### config.mk
export PLATFORM = sky130hd
export DESIGN_NAME = alu_seq_flat
export DESIGN_NICKNAME = d
export VERILOG_FILES = /design/src/rtl/alu_pkg.sv /design/src/rtl/alu_seq_if.sv /design/src/rtl/alu_mul_seq.sv /design/src/rtl/alu_seq.sv /design/src/flat_wrapper.sv
export SDC_FILE = /design/constraint.sdc
export NUM_CORES = 1
export LEC_CHECK = 0
export ABC_AREA = 1
export CAP_MARGIN = 20
export CORE_MARGIN = 2
export CORE_UTILIZATION = 66
export CTS_CLUSTER_SIZE = 14
export DETAILED_ROUTE_END_ITERATION = 7
export PLACE_DENSITY = 0.87
export SLEW_MARGIN = 5
export SYNTH_ARGS = -nofsm -noshare
export SYNTH_HDL_FRONTEND = slang
export SYNTH_SLANG_ARGS = --single-unit
### constraint.sdc
create_clock -name clk -period 3.6 [get_ports clk]
set_input_delay 0.36 -clock clk [delete_from_list [all_inputs] [get_ports clk]]
set_output_delay 0.36 -clock clk [all_outputs]
set_load 0.02 [all_outputs]
### src/rtl/alu_pkg.sv
// rtl/alu_pkg.sv - opcode and FSM state types shared by the sequential ALU.
package alu_pkg;

    typedef enum logic [2:0] {
        OP_ADD = 3'b000,
        OP_SUB = 3'b001,
        OP_AND = 3'b010,
        OP_OR  = 3'b011,
        OP_XOR = 3'b100,
        OP_NOT = 3'b101,
        OP_SHL = 3'b110,
        OP_MUL = 3'b111
    } opcode_t;

    typedef enum logic {
        S_IDLE = 1'b0,
        S_MUL  = 1'b1
    } state_t;

endpackage

### src/rtl/alu_seq_if.sv
// rtl/alu_seq_if.sv - operand load, command and result bundle of the sequential ALU.
interface alu_seq_if #(parameter int W = 8);
    logic         ld_a;
    logic         ld_b;
    logic [W-1:0] din;
    logic [2:0]   control;
    logic         start;
    logic         busy;
    logic         done;
    logic [W-1:0] out;
    logic         cout;
    logic         zero;
    logic         overflow;

    modport master (
        output ld_a, ld_b, din, control, start,
        input  busy, done, out, cout, zero, overflow
    );

    modport slave (
        input  ld_a, ld_b, din, control, start,
        output busy, done, out, cout, zero, overflow
    );
endinterface

### src/rtl/alu_mul_seq.sv
// rtl/alu_mul_seq.sv - shift-add multiplier, one partial product per clock, W iterations.
module alu_mul_seq #(
    parameter int W = 8
) (
    input  logic           clk,
    input  logic           rst,
    input  logic           go,
    input  logic [W-1:0]   a,
    input  logic [W-1:0]   b,
    output logic [2*W-1:0] prod,
    output logic           last
);
    localparam int CW = (W > 1) ? $clog2(W) : 1;
    localparam logic [CW-1:0] LAST_CNT = CW'(W - 1);

    logic [2*W-1:0] mcand;
    logic [W-1:0]   mplier;
    logic [2*W-1:0] acc;
    logic [CW-1:0]  cnt;
    logic           active;

    // prod is the accumulator after the current iteration, so the owner can
    // capture the finished product on the same edge as the final step.
    assign prod = acc + (mplier[0] ? mcand : '0);
    assign last = active && (cnt == LAST_CNT);

    always_ff @(posedge clk) begin
        if (rst) begin
            mcand  <= '0;
            mplier <= '0;
            acc    <= '0;
            cnt    <= '0;
            active <= 1'b0;
        end else if (go) begin
            mcand  <= {{W{1'b0}}, a};
            mplier <= b;
            acc    <= '0;
            cnt    <= '0;
            active <= 1'b1;
        end else if (active) begin
            acc    <= prod;
            mcand  <= mcand << 1;
            mplier <= mplier >> 1;
            cnt    <= cnt + CW'(1);
            if (last) begin
                active <= 1'b0;
            end
        end
    end
endmodule

### src/rtl/alu_seq.sv
// rtl/alu_seq.sv - registered W-bit ALU: operand registers, single-cycle ops, sequential MUL.
module alu_seq
    import alu_pkg::*;
#(
    parameter int W = 8
) (
    input  logic     clk,
    input  logic     rst,
    alu_seq_if.slave bus
);
    state_t         state;
    logic [W-1:0]   a_q;
    logic [W-1:0]   b_q;
    logic [W-1:0]   out_q;
    logic           cout_q;
    logic           zero_q;
    logic           ovf_q;
    logic           done_q;

    logic [W:0]     sum;
    logic [W-1:0]   res;
    logic           res_c;
    logic           res_v;
    logic [2*W-1:0] prod;
    logic           mul_last;
    logic           go;
    opcode_t        op;

    assign op  = opcode_t'(bus.control);
    assign go  = (state == S_IDLE) && bus.start && (op == OP_MUL);

    assign bus.busy     = (state == S_MUL);
    assign bus.done     = done_q;
    assign bus.out      = out_q;
    assign bus.cout     = cout_q;
    assign bus.zero     = zero_q;
    assign bus.overflow = ovf_q;

    alu_mul_seq #(.W(W)) u_mul (
        .clk  (clk),
        .rst  (rst),
        .go   (go),
        .a    (a_q),
        .b    (b_q),
        .prod (prod),
        .last (mul_last)
    );

    always_comb begin
        sum   = '0;
        res   = '0;
        res_c = 1'b0;
        res_v = 1'b0;
        case (op)
            OP_ADD: begin
                sum   = {1'b0, a_q} + {1'b0, b_q};
                res   = sum[W-1:0];
                res_c = sum[W];
                res_v = (a_q[W-1] == b_q[W-1]) && (res[W-1] != a_q[W-1]);
            end
            OP_SUB: begin
                sum   = {1'b0, a_q} + {1'b0, ~b_q} + {{W{1'b0}}, 1'b1};
                res   = sum[W-1:0];
                res_c = sum[W];
                res_v = (a_q[W-1] != b_q[W-1]) && (res[W-1] != a_q[W-1]);
            end
            OP_AND: res = a_q & b_q;
            OP_OR:  res = a_q | b_q;
            OP_XOR: res = a_q ^ b_q;
            OP_NOT: res = ~a_q;
            OP_SHL: begin
                res   = {a_q[W-2:0], 1'b0};
                res_c = a_q[W-1];
                res_v = a_q[W-1] ^ a_q[W-2];
            end
            default: ;
        endcase
    end

    always_ff @(posedge clk) begin
        if (rst) begin
            state  <= S_IDLE;
            a_q    <= '0;
            b_q    <= '0;
            out_q  <= '0;
            cout_q <= 1'b0;
            zero_q <= 1'b1;
            ovf_q  <= 1'b0;
            done_q <= 1'b0;
        end else begin
            done_q <= 1'b0;
            case (state)
                S_IDLE: begin
                    // Operation reads the pre-edge operands; same-cycle loads still land.
                    if (bus.ld_a) a_q <= bus.din;
                    if (bus.ld_b) b_q <= bus.din;
                    if (bus.start) begin
                        if (op == OP_MUL) begin
                            state <= S_MUL;
                        end else begin
                            out_q  <= res;
                            cout_q <= res_c;
                            zero_q <= (res == '0);
                            ovf_q  <= res_v;
                            done_q <= 1'b1;
                        end
                    end
                end
                S_MUL: begin
                    if (mul_last) begin
                        out_q  <= prod[W-1:0];
                        cout_q <= 1'b0;
                        zero_q <= (prod[W-1:0] == '0);
                        ovf_q  <= |prod[2*W-1:W];
                        done_q <= 1'b1;
                        state  <= S_IDLE;
                    end
                end
                default: state <= S_IDLE;
            endcase
        end
    end
endmodule
### src/flat_wrapper.sv
// flat-port wrapper written by rule: the top's interface ports become plain ports
module alu_seq_flat import alu_pkg::*;
#(
    parameter int W = 8
)
  (clk, rst, bus_ld_a, bus_ld_b, bus_din, bus_control, bus_start, bus_busy, bus_done, bus_out, bus_cout, bus_zero, bus_overflow);
  alu_seq_if #(.W(W)) bus_i ();
  input  logic clk;
  input  logic rst;
  input wire logic [$bits(bus_i.ld_a)-1:0] bus_ld_a;
  input wire logic [$bits(bus_i.ld_b)-1:0] bus_ld_b;
  input wire logic [$bits(bus_i.din)-1:0] bus_din;
  input wire logic [$bits(bus_i.control)-1:0] bus_control;
  input wire logic [$bits(bus_i.start)-1:0] bus_start;
  output wire logic [$bits(bus_i.busy)-1:0] bus_busy;
  output wire logic [$bits(bus_i.done)-1:0] bus_done;
  output wire logic [$bits(bus_i.out)-1:0] bus_out;
  output wire logic [$bits(bus_i.cout)-1:0] bus_cout;
  output wire logic [$bits(bus_i.zero)-1:0] bus_zero;
  output wire logic [$bits(bus_i.overflow)-1:0] bus_overflow;
  assign bus_i.ld_a = bus_ld_a;
  assign bus_i.ld_b = bus_ld_b;
  assign bus_i.din = bus_din;
  assign bus_i.control = bus_control;
  assign bus_i.start = bus_start;
  assign bus_busy = bus_i.busy;
  assign bus_done = bus_i.done;
  assign bus_out = bus_i.out;
  assign bus_cout = bus_i.cout;
  assign bus_zero = bus_i.zero;
  assign bus_overflow = bus_i.overflow;
  alu_seq #(.W(W)) u_core (.clk(clk), .rst(rst), .bus(bus_i));
endmodule
==> results.md <==
- Ys Warns: 0
- Cell Int Power: 1.32 mW
- Area of the multi-input gates: 3180 sq um
- GRT overflow: 0
- Post-synthesis sequential area ratio: 0.282
- Fmax: 355 MHz
- CTS tree: done
- Reg-to-Reg End: u_core.bus.overflow
- Initial Util: 0.675
- Switching part of the total: 0.340
- Synthesized-area fraction occupied by adder cells: 0.110
- Fin. max-slew vios: 0
- Antenna violations before repair: 0
- Final setup fails: 0
- Syn nets: 886
- Worst-path clk slew: about 0.090 ns
- FP Rows: 32
- CTS root buf: clkbuf_8
- Combinational share of power: 0.212
- Sequential share of power: 0.438
- Final worst-path cycle share: 0.782
- Syn Inst Count: between 800 and 900
- Setup crit start kind: flip-flop
- Main combinational cell family by area after synthesis: simple AND/OR/NAND/NOR gates
- Reg2reg path depth: 17
- I/O Pins: 29
- Final Hold Vio Count: 0
- Commonest cells after routing, fill and taps aside: 249 x nand2_1, 103 x inv_1, 74 x nor2_1, 73 x dfxtp_1, 72 x nand3_1
- Register Area: between 1000 and 1500 sq um
- Mapped cell area: 5190 sq um
- H-tree depth: 3
- Max_slew headroom: 0.537
- DRC viols: 0
- Slew @ Worst Pin: 0.693 ns
- Top fanout value on the critical path: 17
- Clk Latency, worst-skew pair: 0.37 ns
- Post-cts sizing count: 0
- # fillers: 661
- Die width: roughly 93 um
- Clock Path Buffers: 2
- Synthesized-area fraction occupied by and/or/nand/nor cells: 0.347
- Max VDD drop: 305 uV
- Compound-Gate Fraction of Synth Area: 0.142
- Core area: 7690 sq um
- Reg-to-Reg Start: u_core.u_mul.mplier[0]
- Share of cells above drive strength 1: 0.0368
- Hold EP: u_core.bus.overflow
- Total power: 2.00 mW
- Total Wirelength: approximately 15,000 um
- Vias in the first global route: about 5,000
- Setup TNS: 0 ns
- Die Y: 92.7 um
- CTS Sinks: 73
- CP arrival: 3.07 ns
- Crit. End Element: flip-flop
- RSZ-0062 raised after global routing: false
- Leakage power: 2.83 nW
- Clock power frac: 0.350
- Critical path class: reg2reg
- Syn_area_per_cell: 6.28 sq um
- Die area: 8580 sq um
- Vias/cell: a little under 6
- Synth unique cells: 34
- Post-Synth XOR/XNOR Area: 0.0135
- DRT iter0 DRCs: 620
- Global-route wire length before repair: 24,100 um
- Total CTS buffers: 9
- PD cells: 352 nW/um^2
- # Max-Cap Violations: 0
- Layout net count: about 900
- Tmin final: 2.81 ns
- Mux contribution to synthesized area: 0
- Post-DP HPWL: 11,100 um
- Number of nets still failing antenna checks after routing: 0
- Via count: about 5,600
- Commonest non-fill, non-tap cell in the layout: nand2_1
- Layout area overhead: 9.67%
- FF-to-FF setup slack: 0.79 ns
- Area contributors post-synth: dfxtp_1 28%, nand2_1 18%, ha_1 9.9%
- WHS Path Cells: 2
- Min-Delay Path Class: reg2reg
- Hold Startpoint: u_core.bus.overflow
- Skew final: 0.0166 ns
- Sw Pwr: a little under 700 uW
- Largest net degree at the start of global routing: 52
- Share of the synthesized area in the top cell type: 0.282
- Total track usage: 0.354
- PortBufs: 28
- Flops & latches, synth: 73
- Final core utilization: 0.740
- Cell taking the most area after synthesis: dfxtp_1
- GPL Wtd Cong: 1.06
- WP data required: 3.85 ns
- # diodes: 0
- CTS Hold Buffers Added: 0
- Status: finished, final reports clean
- Detailed Routing Iterations Pass 1: 5
- WL/cell: 15.4 um
- Post-CTS Setup Bufs: 0
synth_stat cells:
| cell | instances |
|---|---|
| a21boi_0 | 1 |
| a21o_1 | 3 |
| a21oi_1 | 56 |
| a31oi_1 | 14 |
| a32o_1 | 2 |
| and2_1 | 1 |
| buf_1 | 2 |
| buf_2 | 12 |
| buf_4 | 1 |
| clkbuf_1 | 15 |
| dfxtp_1 | 73 |
| fa_1 | 3 |
| ha_1 | 41 |
| inv_1 | 103 |
| inv_2 | 7 |
| nand2_1 | 249 |
| nand3_1 | 72 |
| nand3_2 | 1 |
| nand3b_1 | 4 |
| nand4_1 | 17 |
| nor2_1 | 74 |
| nor2_2 | 2 |
| nor2_4 | 2 |
| nor3_1 | 7 |
| o211ai_1 | 8 |
| o21ai_0 | 32 |
| o21ai_1 | 7 |
| o21bai_1 | 4 |
| o22ai_1 | 2 |
| o311ai_1 | 1 |
| o31ai_2 | 1 |
| or2_0 | 1 |
| xnor2_1 | 3 |
| xor2_1 | 5 |
worst max-delay path by stage:
stage	end	start	depth (start not counted)	slack, ns
3_5_place_dp	u_core.bus.zero	u_core.u_mul.mplier[0]	15	0.83
2_1_floorplan	u_core.bus.overflow	u_core.u_mul.mplier[0]	16	1.36
5_1_grt	u_core.bus.overflow	u_core.u_mul.mplier[0]	19	0.47
6_report	u_core.bus.overflow	u_core.u_mul.mplier[0]	17	0.79
3_3_place_gp	u_core.bus.zero	u_core.u_mul.mplier[0]	15	0.90
4_1_cts	u_core.bus.zero	u_core.u_mul.mplier[0]	15	0.80
logic make-up (layout without fill, tap and decap cells):
family | count (synthesis) | after routing
AOI/OAI and AO/OA | 131 | 131
adders and majority gates | 44 | 44
and+or+nand+nor | 430 | 430
xor gates and xnor gates | 8 | 8
DFF | 73 | 73
buffers and inverters | 140 | 156
sequential cells by signal (all words and copies together) (netlist names), 3 cells and up:
name,flops
u_core.u_mul.mcand,16
u_core.b_q,8
u_core.u_mul.cnt,3
u_core.bus.out,8
u_core.u_mul.acc,16
u_core.u_mul.mplier,8
u_core.a_q,8
metrics by stage:
stage                     hold WS (ns)  instance area [sq um]  std cells  setup slack [ns]
after CTS                        0.456                   5690        944             0.795
after global routing             0.480                   5690        944             0.470
after floorplan                  0.440                   5190        826              1.36
final                            0.453                   5690        944             0.786
after detailed placement         0.441                   5480        928             0.826
after global placement           0.440                   5480        928             0.904
layer usage:
layer	track usage	up-vias	share of wire
met5	0	-	0
li1	-	2698	-
met1	0.507	2556	0.45
met4	0.108	0	0.017
met3	0.0895	30	0.11
met2	0.526	296	0.43
worst max-delay path: stages, from the launching register on:
cell	delay, ns
dfxtp_1	0.66
nand2_1	0.13
inv_1	0.09
ha_1	0.20
inv_1	0.07
fa_1	0.41
inv_1	0.10
nand3_1	0.09
nand2_1	0.14
nand3_1	0.11
nand3_1	0.09
nand2_1	0.11
nor2_1	0.13
nand3_1	0.08
nor2_1	0.13
nand2_1	0.09
nand2_1	0.06
nand2_1	0.04
area by class of cell:
class,count,share of cell area
Timing Repair Buffer,30,0.0519
Clock inverter,7,0.0152
Clock buffer,9,0.0218
Inverter,110,0.0726
Sequential cell,73,0.257
Multi-Input combinational cell,613,0.559
Tap cell,102,0.0224
power by group through the flow:
stage | registers, mW | logic (mW) | clock network, mW
after floorplan | 0.896 | 0.281 | 0
after global placement | 0.894 | 0.401 | 0
after detailed placement | 0.896 | 0.410 | 0
after CTS | 0.877 | 0.412 | 0.706
after global routing | 0.883 | 0.473 | 0.741
final | 0.878 | 0.425 | 0.701
No activity file was read; power rests on OpenSTA's default activity.
